**config.mk**
```make
export PLATFORM = sky130hd
export DESIGN_NAME = ad7606_par_rd_flat
export DESIGN_NICKNAME = d
export VERILOG_FILES = /design/src/rtl/ad7606_par_rd_if.sv /design/src/rtl/ad7606_par_rd.sv /design/src/flat_wrapper.sv
export SDC_FILE = /design/constraint.sdc
export NUM_CORES = 1
export LEC_CHECK = 0
export CAP_MARGIN = 40
export CORE_MARGIN = 2
export CORE_UTILIZATION = 50
export CTS_BUF_LIST = sky130_fd_sc_hd__clkbuf_16
export CTS_CLUSTER_SIZE = 30
export DETAILED_ROUTE_END_ITERATION = 12
export HOLD_SLACK_MARGIN = 0.02
export PLACE_DENSITY = 0.81
export SETUP_SLACK_MARGIN = 0.4
export SKIP_LAST_GASP = 1
export SLEW_MARGIN = 20
export SYNTH_ARGS = -nofsm -noshare
export SYNTH_HDL_FRONTEND = slang
export SYNTH_SLANG_ARGS = --single-unit
```
**constraint.sdc**
```tcl
create_clock -name clk -period 2.5 [get_ports clk]
set_input_delay 0.375 -clock clk [delete_from_list [all_inputs] [get_ports clk]]
set_output_delay 0.375 -clock clk [all_outputs]
set_load 0.02 [all_outputs]
```
**src/rtl/ad7606_par_rd_if.sv**
```systemverilog
// AD7606 parallel-interface pin bundle.
//   master : the read controller (drives RESET/CONVST/CS_N/RD_N, reads BUSY/DB)
//   slave  : the converter side (drives BUSY/DB)
// Signals:
//   ad_busy   BUSY from the converter, asynchronous to the controller clock
//   ad_db     16-bit parallel data bus
//   ad_reset  converter RESET, active-high
//   ad_convst CONVST A/B tied, conversion starts on rising edge
//   ad_cs_n   chip select, active-low
//   ad_rd_n   read strobe, active-low
interface ad7606_par_rd_if;
  logic        ad_busy;
  logic [15:0] ad_db;
  logic        ad_reset;
  logic        ad_convst;
  logic        ad_cs_n;
  logic        ad_rd_n;

  modport master (
    input  ad_busy,
    input  ad_db,
    output ad_reset,
    output ad_convst,
    output ad_cs_n,
    output ad_rd_n
  );

  modport slave (
    output ad_busy,
    output ad_db,
    input  ad_reset,
    input  ad_convst,
    input  ad_cs_n,
    input  ad_rd_n
  );
endinterface

```
**src/rtl/ad7606_par_rd.sv**
```systemverilog
// AD7606 parallel read controller.
// Pulses the converter reset after rst, then on each start request runs one
// frame: CONVST low pulse, wait for BUSY high then low, and a CS_N/RD_N burst
// reading CH_NUM channels. Each raw sample leaves on data_out with its channel
// index and a one-cycle data_valid strobe; samples are passed through untouched.
// Ports:
//   clk, rst     system clock, synchronous active-high reset
//   start        one-cycle frame request, honoured only in IDLE
//   ad           AD7606 pin bundle (master side)
//   data_out     captured 16-bit sample (two's complement, unmodified)
//   data_ch      channel index of data_out
//   data_valid   one-cycle strobe, data_out/data_ch valid
//   frame_done   one-cycle strobe the cycle after the last sample of a frame
//   busy         high whenever the FSM is not in IDLE
//   timeout_err  one-cycle strobe when a BUSY edge does not arrive in time
//
// state    | meaning
// ---------+-------------------------------------------------------------
// ADRST    | converter RESET held high for RST_CYC cycles after rst
// IDLE     | waiting for start
// CONV     | CONVST held low for CONV_LOW_CYC cycles
// WAIT_BH  | waiting for synchronized BUSY to rise (bounded by BUSY_TO_CYC)
// WAIT_BL  | waiting for synchronized BUSY to fall (bounded by BUSY_TO_CYC)
// RD_LO    | CS_N/RD_N low for RD_LOW_CYC cycles, data latched on last cycle
// RD_HI    | CS_N low, RD_N high for RD_HIGH_CYC cycles between channels
// DONE     | CS_N released, frame_done follows
module ad7606_par_rd #(
  parameter int RST_CYC      = 5,
  parameter int CONV_LOW_CYC = 2,
  parameter int RD_LOW_CYC   = 3,
  parameter int RD_HIGH_CYC  = 2,
  parameter int CH_NUM       = 8,
  parameter int BUSY_TO_CYC  = 1000
) (
  input  logic                   clk,
  input  logic                   rst,
  input  logic                   start,
  ad7606_par_rd_if.master        ad,
  output logic [15:0]            data_out,
  output logic [2:0]             data_ch,
  output logic                   data_valid,
  output logic                   frame_done,
  output logic                   busy,
  output logic                   timeout_err
);

  localparam int PH_A   = (RST_CYC > CONV_LOW_CYC) ? RST_CYC : CONV_LOW_CYC;
  localparam int PH_B   = (RD_LOW_CYC > RD_HIGH_CYC) ? RD_LOW_CYC : RD_HIGH_CYC;
  localparam int PH_MAX = (PH_A > PH_B) ? PH_A : PH_B;
  localparam int TW     = $clog2(PH_MAX + 1);
  localparam int WW     = $clog2(BUSY_TO_CYC + 1);
  localparam int CW     = $clog2(CH_NUM + 1);

  typedef enum logic [2:0] {
    ST_ADRST,
    ST_IDLE,
    ST_CONV,
    ST_WAIT_BH,
    ST_WAIT_BL,
    ST_RD_LO,
    ST_RD_HI,
    ST_DONE
  } state_t;

  state_t          state, state_nxt;
  logic [TW-1:0]   tmr, tmr_nxt;
  logic [WW-1:0]   wait_tmr, wait_nxt;
  logic [CW-1:0]   ch_cnt, ch_nxt;
  logic            busy_meta, busy_s;
  logic            capture;
  logic            done_nxt;
  logic            to_nxt;

  // Phase timers are down-counters loaded with (length - 1); the phase ends
  // on the cycle the counter reads zero, so a phase lasts exactly length cycles.
  always_comb begin
    state_nxt = state;
    tmr_nxt   = tmr;
    wait_nxt  = wait_tmr;
    ch_nxt    = ch_cnt;
    capture   = 1'b0;
    done_nxt  = 1'b0;
    to_nxt    = 1'b0;
    busy      = (state != ST_IDLE);

    case (state)
      ST_ADRST: begin
        if (tmr == '0) state_nxt = ST_IDLE;
        else           tmr_nxt   = tmr - TW'(1);
      end

      ST_IDLE: begin
        if (start) begin
          state_nxt = ST_CONV;
          tmr_nxt   = TW'(CONV_LOW_CYC - 1);
        end
      end

      ST_CONV: begin
        if (tmr == '0) begin
          state_nxt = ST_WAIT_BH;
          wait_nxt  = WW'(BUSY_TO_CYC - 1);
        end else begin
          tmr_nxt = tmr - TW'(1);
        end
      end

      ST_WAIT_BH: begin
        if (busy_s) begin
          state_nxt = ST_WAIT_BL;
          wait_nxt  = WW'(BUSY_TO_CYC - 1);
        end else if (wait_tmr == '0) begin
          state_nxt = ST_IDLE;
          to_nxt    = 1'b1;
        end else begin
          wait_nxt = wait_tmr - WW'(1);
        end
      end

      ST_WAIT_BL: begin
        if (!busy_s) begin
          state_nxt = ST_RD_LO;
          tmr_nxt   = TW'(RD_LOW_CYC - 1);
          ch_nxt    = '0;
        end else if (wait_tmr == '0) begin
          state_nxt = ST_IDLE;
          to_nxt    = 1'b1;
        end else begin
          wait_nxt = wait_tmr - WW'(1);
        end
      end

      ST_RD_LO: begin
        if (tmr == '0) begin
          capture = 1'b1;
          // Last channel skips the trailing RD_HI and releases CS_N directly.
          if (ch_cnt == CW'(CH_NUM - 1)) begin
            state_nxt = ST_DONE;
          end else begin
            state_nxt = ST_RD_HI;
            tmr_nxt   = TW'(RD_HIGH_CYC - 1);
            ch_nxt    = ch_cnt + CW'(1);
          end
        end else begin
          tmr_nxt = tmr - TW'(1);
        end
      end

      ST_RD_HI: begin
        if (tmr == '0) begin
          state_nxt = ST_RD_LO;
          tmr_nxt   = TW'(RD_LOW_CYC - 1);
        end else begin
          tmr_nxt = tmr - TW'(1);
        end
      end

      ST_DONE: begin
        state_nxt = ST_IDLE;
        done_nxt  = 1'b1;
      end

      default: begin
        state_nxt = ST_ADRST;
        tmr_nxt   = TW'(RST_CYC - 1);
      end
    endcase
  end

  // Converter pins are registered from the next state so they change cleanly
  // on the clock edge with no decode glitches.
  always_ff @(posedge clk) begin
    if (rst) begin
      state        <= ST_ADRST;
      tmr          <= TW'(RST_CYC - 1);
      wait_tmr     <= '0;
      ch_cnt       <= '0;
      busy_meta    <= 1'b0;
      busy_s       <= 1'b0;
      ad.ad_reset  <= 1'b1;
      ad.ad_convst <= 1'b1;
      ad.ad_cs_n   <= 1'b1;
      ad.ad_rd_n   <= 1'b1;
      data_out     <= '0;
      data_ch      <= '0;
      data_valid   <= 1'b0;
      frame_done   <= 1'b0;
      timeout_err  <= 1'b0;
    end else begin
      state        <= state_nxt;
      tmr          <= tmr_nxt;
      wait_tmr     <= wait_nxt;
      ch_cnt       <= ch_nxt;
      busy_meta    <= ad.ad_busy;
      busy_s       <= busy_meta;
      ad.ad_reset  <= (state_nxt == ST_ADRST);
      ad.ad_convst <= (state_nxt != ST_CONV);
      ad.ad_cs_n   <= !((state_nxt == ST_RD_LO) || (state_nxt == ST_RD_HI));
      ad.ad_rd_n   <= (state_nxt != ST_RD_LO);
      if (capture) begin
        data_out <= ad.ad_db;
        data_ch  <= 3'(ch_cnt);
      end
      data_valid   <= capture;
      frame_done   <= done_nxt;
      timeout_err  <= to_nxt;
    end
  end

endmodule

```
**src/flat_wrapper.sv**
```systemverilog
// flat-port wrapper written by rule: the top's interface ports become plain ports
module ad7606_par_rd_flat 
#(
  parameter int RST_CYC      = 5,
  parameter int CONV_LOW_CYC = 2,
  parameter int RD_LOW_CYC   = 3,
  parameter int RD_HIGH_CYC  = 2,
  parameter int CH_NUM       = 8,
  parameter int BUSY_TO_CYC  = 1000
)
  (clk, rst, start, data_out, data_ch, data_valid, frame_done, busy, timeout_err, ad_ad_busy, ad_ad_db, ad_ad_reset, ad_ad_convst, ad_ad_cs_n, ad_ad_rd_n);
  ad7606_par_rd_if ad_i ();
  input  logic clk;
  input  logic rst;
  input  logic start;
  output logic [15:0] data_out;
  output logic [2:0] data_ch;
  output logic data_valid;
  output logic frame_done;
  output logic busy;
  output logic timeout_err;
  input wire logic [$bits(ad_i.ad_busy)-1:0] ad_ad_busy;
  input wire logic [$bits(ad_i.ad_db)-1:0] ad_ad_db;
  output wire logic [$bits(ad_i.ad_reset)-1:0] ad_ad_reset;
  output wire logic [$bits(ad_i.ad_convst)-1:0] ad_ad_convst;
  output wire logic [$bits(ad_i.ad_cs_n)-1:0] ad_ad_cs_n;
  output wire logic [$bits(ad_i.ad_rd_n)-1:0] ad_ad_rd_n;
  assign ad_i.ad_busy = ad_ad_busy;
  assign ad_i.ad_db = ad_ad_db;
  assign ad_ad_reset = ad_i.ad_reset;
  assign ad_ad_convst = ad_i.ad_convst;
  assign ad_ad_cs_n = ad_i.ad_cs_n;
  assign ad_ad_rd_n = ad_i.ad_rd_n;
  ad7606_par_rd #(.RST_CYC(RST_CYC), .CONV_LOW_CYC(CONV_LOW_CYC), .RD_LOW_CYC(RD_LOW_CYC), .RD_HIGH_CYC(RD_HIGH_CYC), .CH_NUM(CH_NUM), .BUSY_TO_CYC(BUSY_TO_CYC)) u_core (.clk(clk), .rst(rst), .start(start), .ad(ad_i), .data_out(data_out), .data_ch(data_ch), .data_valid(data_valid), .frame_done(frame_done), .busy(busy), .timeout_err(timeout_err));
endmodule
```
==> metrics.txt <==
switching power of the nets=732 µW; count of input and output buffers=46; count of different cell masters after synthesis=44; classification of the worst setup path=reg2reg; maximum clock skew at final layout=0.00855 ns; cell family with most CP delay=simple AND/OR/NAND/NOR gates; die area=4850 µm²; maximum capacitance violations=0; register area share after synthesis=44.6%; vias post-DR=2059; arrival time of data at the critical path endpoint=2.31 ns; final critical-path share of the clock period=85.7%; power density cells=808 nW/µm²; final period demand of the worst path=2.14 ns; number of hold-slack violations in the final timing report=0; number of failing setup endpoints in the final timing report=0; remaining max-slew budget at the tightest pin=65.9%; number of clock buffers inserted by TritonCTS=5; sequential share of power=37.3%; number of design-rule violations left by the first detailed-router iteration=229; synthesized cell area=2160 µm²; detail-routed net length per standard cell=14.7 µm; number of pins exceeding their max-slew limit in the final report=0; standard-cell rows=23; vias per inst=5.64; Async S/R FF share, synth=0%; Warnings, synthesis=0; clock share of power=31.0%; Sw Ratio=30.3%; GRT overflow=0; unrepaired setup endpoints after global routing=true; cell area after placement=2710 µm²; largest incremental delay on the critical path=0.54 ns; vias in the first global route=2017; overall routing resource usage=22.7%; area of combinational cells with multiple inputs=1150 µm²; cell internal power dissipation=1680 µW; Met1 Wirelength=2280 µm; area of the core=4090 µm²; H-Tree Level Count=2; register bit total from synthesis=48; Max VDD drop=0.476 mV; transition at the pin with the smallest max-transition slack=0.508 ns; crit path from=u_core.wait_tmr[5]$_SDFFE_PP0P_; post-CTS clock slew at the launch and capture registers of the worst setup and hold paths=0.07 ns; Routed met2 length=2720 µm; Critical R2R Launch=u_core.wait_tmr[5]$_SDFFE_PP0P_; Comb pwr share=31.6%; top routing layer used=met4; Initial Util=52.8%; EDFF count, synth=0; largest net degree at the start of global routing=21; area grow syn2layout=38.5%; clock tree from TritonCTS=done; Met3 Routed Length=231 µm; Layout Cell Area excl Fill=2990 µm²; antenna cell count=0; Detailed Routing Iterations Pass 1=4; clock latency reported for the late side of the worst-skew pair=0.29 ns; Min-Delay Startpoint=u_core.busy_meta$_SDFF_PP0_; Post-CTS Hold Fix Bufs=0; post-DP HPWL=3540 µm; path category of the worst min-delay check=reg2reg; Final TNS setup=0 ns; net count of the mapped netlist=286; GPL Wtd Cong=0.884; final hold slack=0.441 ns; hold-critical path depth=1; first-pass GRT wire length=8960 µm; Die X-Extent=69.7 µm; number of DRC violations after detailed routing=0; count of nets after finishing=339; endpoint required time on the critical path=2.67 ns; number of ports placed on the die boundary=47; cell repeated most along the worst path=sky130_fd_sc_hd__or4_4; Max Buffers Root-to-Sink=2; Critical Path Start Type=flip-flop; Clock Tree Root=sky130_fd_sc_hd__clkbuf_16; synthesized netlist cell count=261; Cell Chain, Critical Path=or4_4, or4_4, a221oi_4, nor3b_4, mux2i_1; overall routed net length=5380 µm; Slowest-stage cell, CP=sky130_fd_sc_hd__or4_4; antenna violations before repair=0; top_reg_cell synth=sky130_fd_sc_hd__dfxtp_1; kind of end point of the critical path=flip-flop; number of gates on the worst path with buffers counted=5; synthesized area per cell=8.26 µm²; result of the run=complete, no violations; number of nets still failing antenna checks after routing=0; crit path buf inv count=0; number of fillers in the final layout=307; largest driver fanout on the critical path=2; sequential standard cell area=971 µm²; fraction of layout instances using a drive strength above 1=15.2%; number of cells traversed by the worst register-to-register path=5; clock sinks=48; Highest Clock Rate=467 MHz; standby leakage power=0.00108 µW; vertical extent of the die=69.7 µm
==> flip-flops by register name, indices dropped and copies added (netlist names), 3 cells and up <==
signal / flops
u_core.wait_tmr: 10
u_core.ch_cnt: 4
u_core.tmr: 3
u_core.data_out: 16
u_core.state: 3
u_core.data_ch: 3
==> cells in the final DEF, fill, tap and decap left out, types with 3 or more instances in the layout <==
cell,n
sky130_fd_sc_hd__xnor2_1,5
sky130_fd_sc_hd__mux2i_1,4
sky130_fd_sc_hd__dfxtp_1,42
sky130_fd_sc_hd__buf_4,15
sky130_fd_sc_hd__o21ai_1,3
sky130_fd_sc_hd__nor3_1,11
sky130_fd_sc_hd__o211ai_1,4
sky130_fd_sc_hd__clkbuf_16,5
sky130_fd_sc_hd__clkdlybuf4s50_1,45
sky130_fd_sc_hd__nand2_1,45
sky130_fd_sc_hd__o31ai_1,4
sky130_fd_sc_hd__o21ai_0,3
sky130_fd_sc_hd__nand2b_1,5
sky130_fd_sc_hd__dfxtp_2,5
sky130_fd_sc_hd__nand3_1,5
sky130_fd_sc_hd__nor2_1,16
sky130_fd_sc_hd__inv_1,8
sky130_fd_sc_hd__ha_1,4
sky130_fd_sc_hd__a31oi_1,6
sky130_fd_sc_hd__nor2b_1,4
sky130_fd_sc_hd__a21oi_1,27
sky130_fd_sc_hd__or3_1,4
==> repair_timing <==
| action | 4_1_cts | 5_1_grt |
|---|---|---|
| resized for setup | 5 | 14 |
| setup endpoints to repair | 3 | 13 |
| pin swaps | 3 | 7 |
| setup buffers | 5 | 1 |
==> routing by layer <==
| metal | vias up | global-route usage (%) |
|---|---|---|
| met5 | - | 0 |
| met4 | 0 | 8.97 |
| met3 | 18 | 5.52 |
| met2 | 55 | 39.2 |
| met1 | 967 | 27.1 |
| li1 | 1019 | - |
==> synth_stat cells (2+ instances only) <==
cell	instances	area share, %
sky130_fd_sc_hd__nor2b_1	4	1.2
sky130_fd_sc_hd__buf_1	2	0.35
sky130_fd_sc_hd__a22oi_1	2	0.70
sky130_fd_sc_hd__dfxtp_1	48	45
sky130_fd_sc_hd__ha_1	5	2.9
sky130_fd_sc_hd__or3_1	4	1.2
sky130_fd_sc_hd__o211a_1	3	1.4
sky130_fd_sc_hd__nand2b_1	5	1.5
sky130_fd_sc_hd__a21oi_1	28	6.5
sky130_fd_sc_hd__clkbuf_1	13	2.3
sky130_fd_sc_hd__nand2_1	45	7.8
sky130_fd_sc_hd__or4_1	3	1.0
sky130_fd_sc_hd__nor3_1	11	2.6
sky130_fd_sc_hd__a31oi_1	6	1.7
sky130_fd_sc_hd__o32ai_1	2	0.81
sky130_fd_sc_hd__xnor2_1	5	2.0
sky130_fd_sc_hd__nand3_1	5	1.2
sky130_fd_sc_hd__nor2_1	17	3.0
sky130_fd_sc_hd__o211ai_1	4	1.4
sky130_fd_sc_hd__inv_1	10	1.7
sky130_fd_sc_hd__o21ai_0	6	1.4
sky130_fd_sc_hd__nor4_1	2	0.58
sky130_fd_sc_hd__mux2i_1	4	1.9
sky130_fd_sc_hd__or3b_2	2	0.81
sky130_fd_sc_hd__a211oi_1	3	1.0
sky130_fd_sc_hd__o31ai_1	4	1.4
==> path summary, 6_finish.rpt <==
path | end | slack (ns)
setup / recovery | u_core.ad.ad_cs_n$_SDFF_PP1_ | 0.36
hold / removal | u_core.busy_s$_SDFF_PP0_ | 0.44
setup reg to reg | u_core.ad.ad_cs_n$_SDFF_PP1_ | 0.36
hold reg to reg | u_core.busy_s$_SDFF_PP0_ | 0.44
==> power groups by stage <==
stage                     Combinational (µW)  Clock (µW)  Sequential, µW
after floorplan                          481           0             881
after global placement                   603           0             907
after detailed placement                 622           0             910
after CTS                                719         765             894
after global routing                     825         788             909
final                                    764         749             901
==> logic make-up (layout without fill, tap and decap cells) <==
logic type | count (synthesis) | in the layout | synth area share (%)
simple gates | 106 | 106 | 23.9
compound gates | 65 | 65 | 19.2
flops | 48 | 48 | 44.6
buf+inv | 26 | 80 | 4.59
xor+xnor | 6 | 6 | 2.44
fa+ha+maj | 5 | 5 | 2.90
mux | 5 | 5 | 2.38
==> area by class of cell <==
type | count | area share [%]
clock buffers | 5 | 4.19
clock inverters | 3 | 1.42
inverters | 10 | 1.26
multi-input cells | 187 | 38.6
flip-flops and latches | 48 | 32.5
well taps | 50 | 2.09
repair buffers | 62 | 19.9
==> stage by stage <==
stage	total power (µW)	setup slack, ns	utilization (%)	std cells
6_report	2410	0.358	73.1	365
2_1_floorplan	1360	0.324	-	261
5_1_grt	2520	0.273	73.1	365
4_1_cts	2380	0.356	72.1	364
3_5_place_dp	1530	0.222	66.4	351
3_3_place_gp	1510	0.295	66.4	351
(Power assumes the default switching activity.)
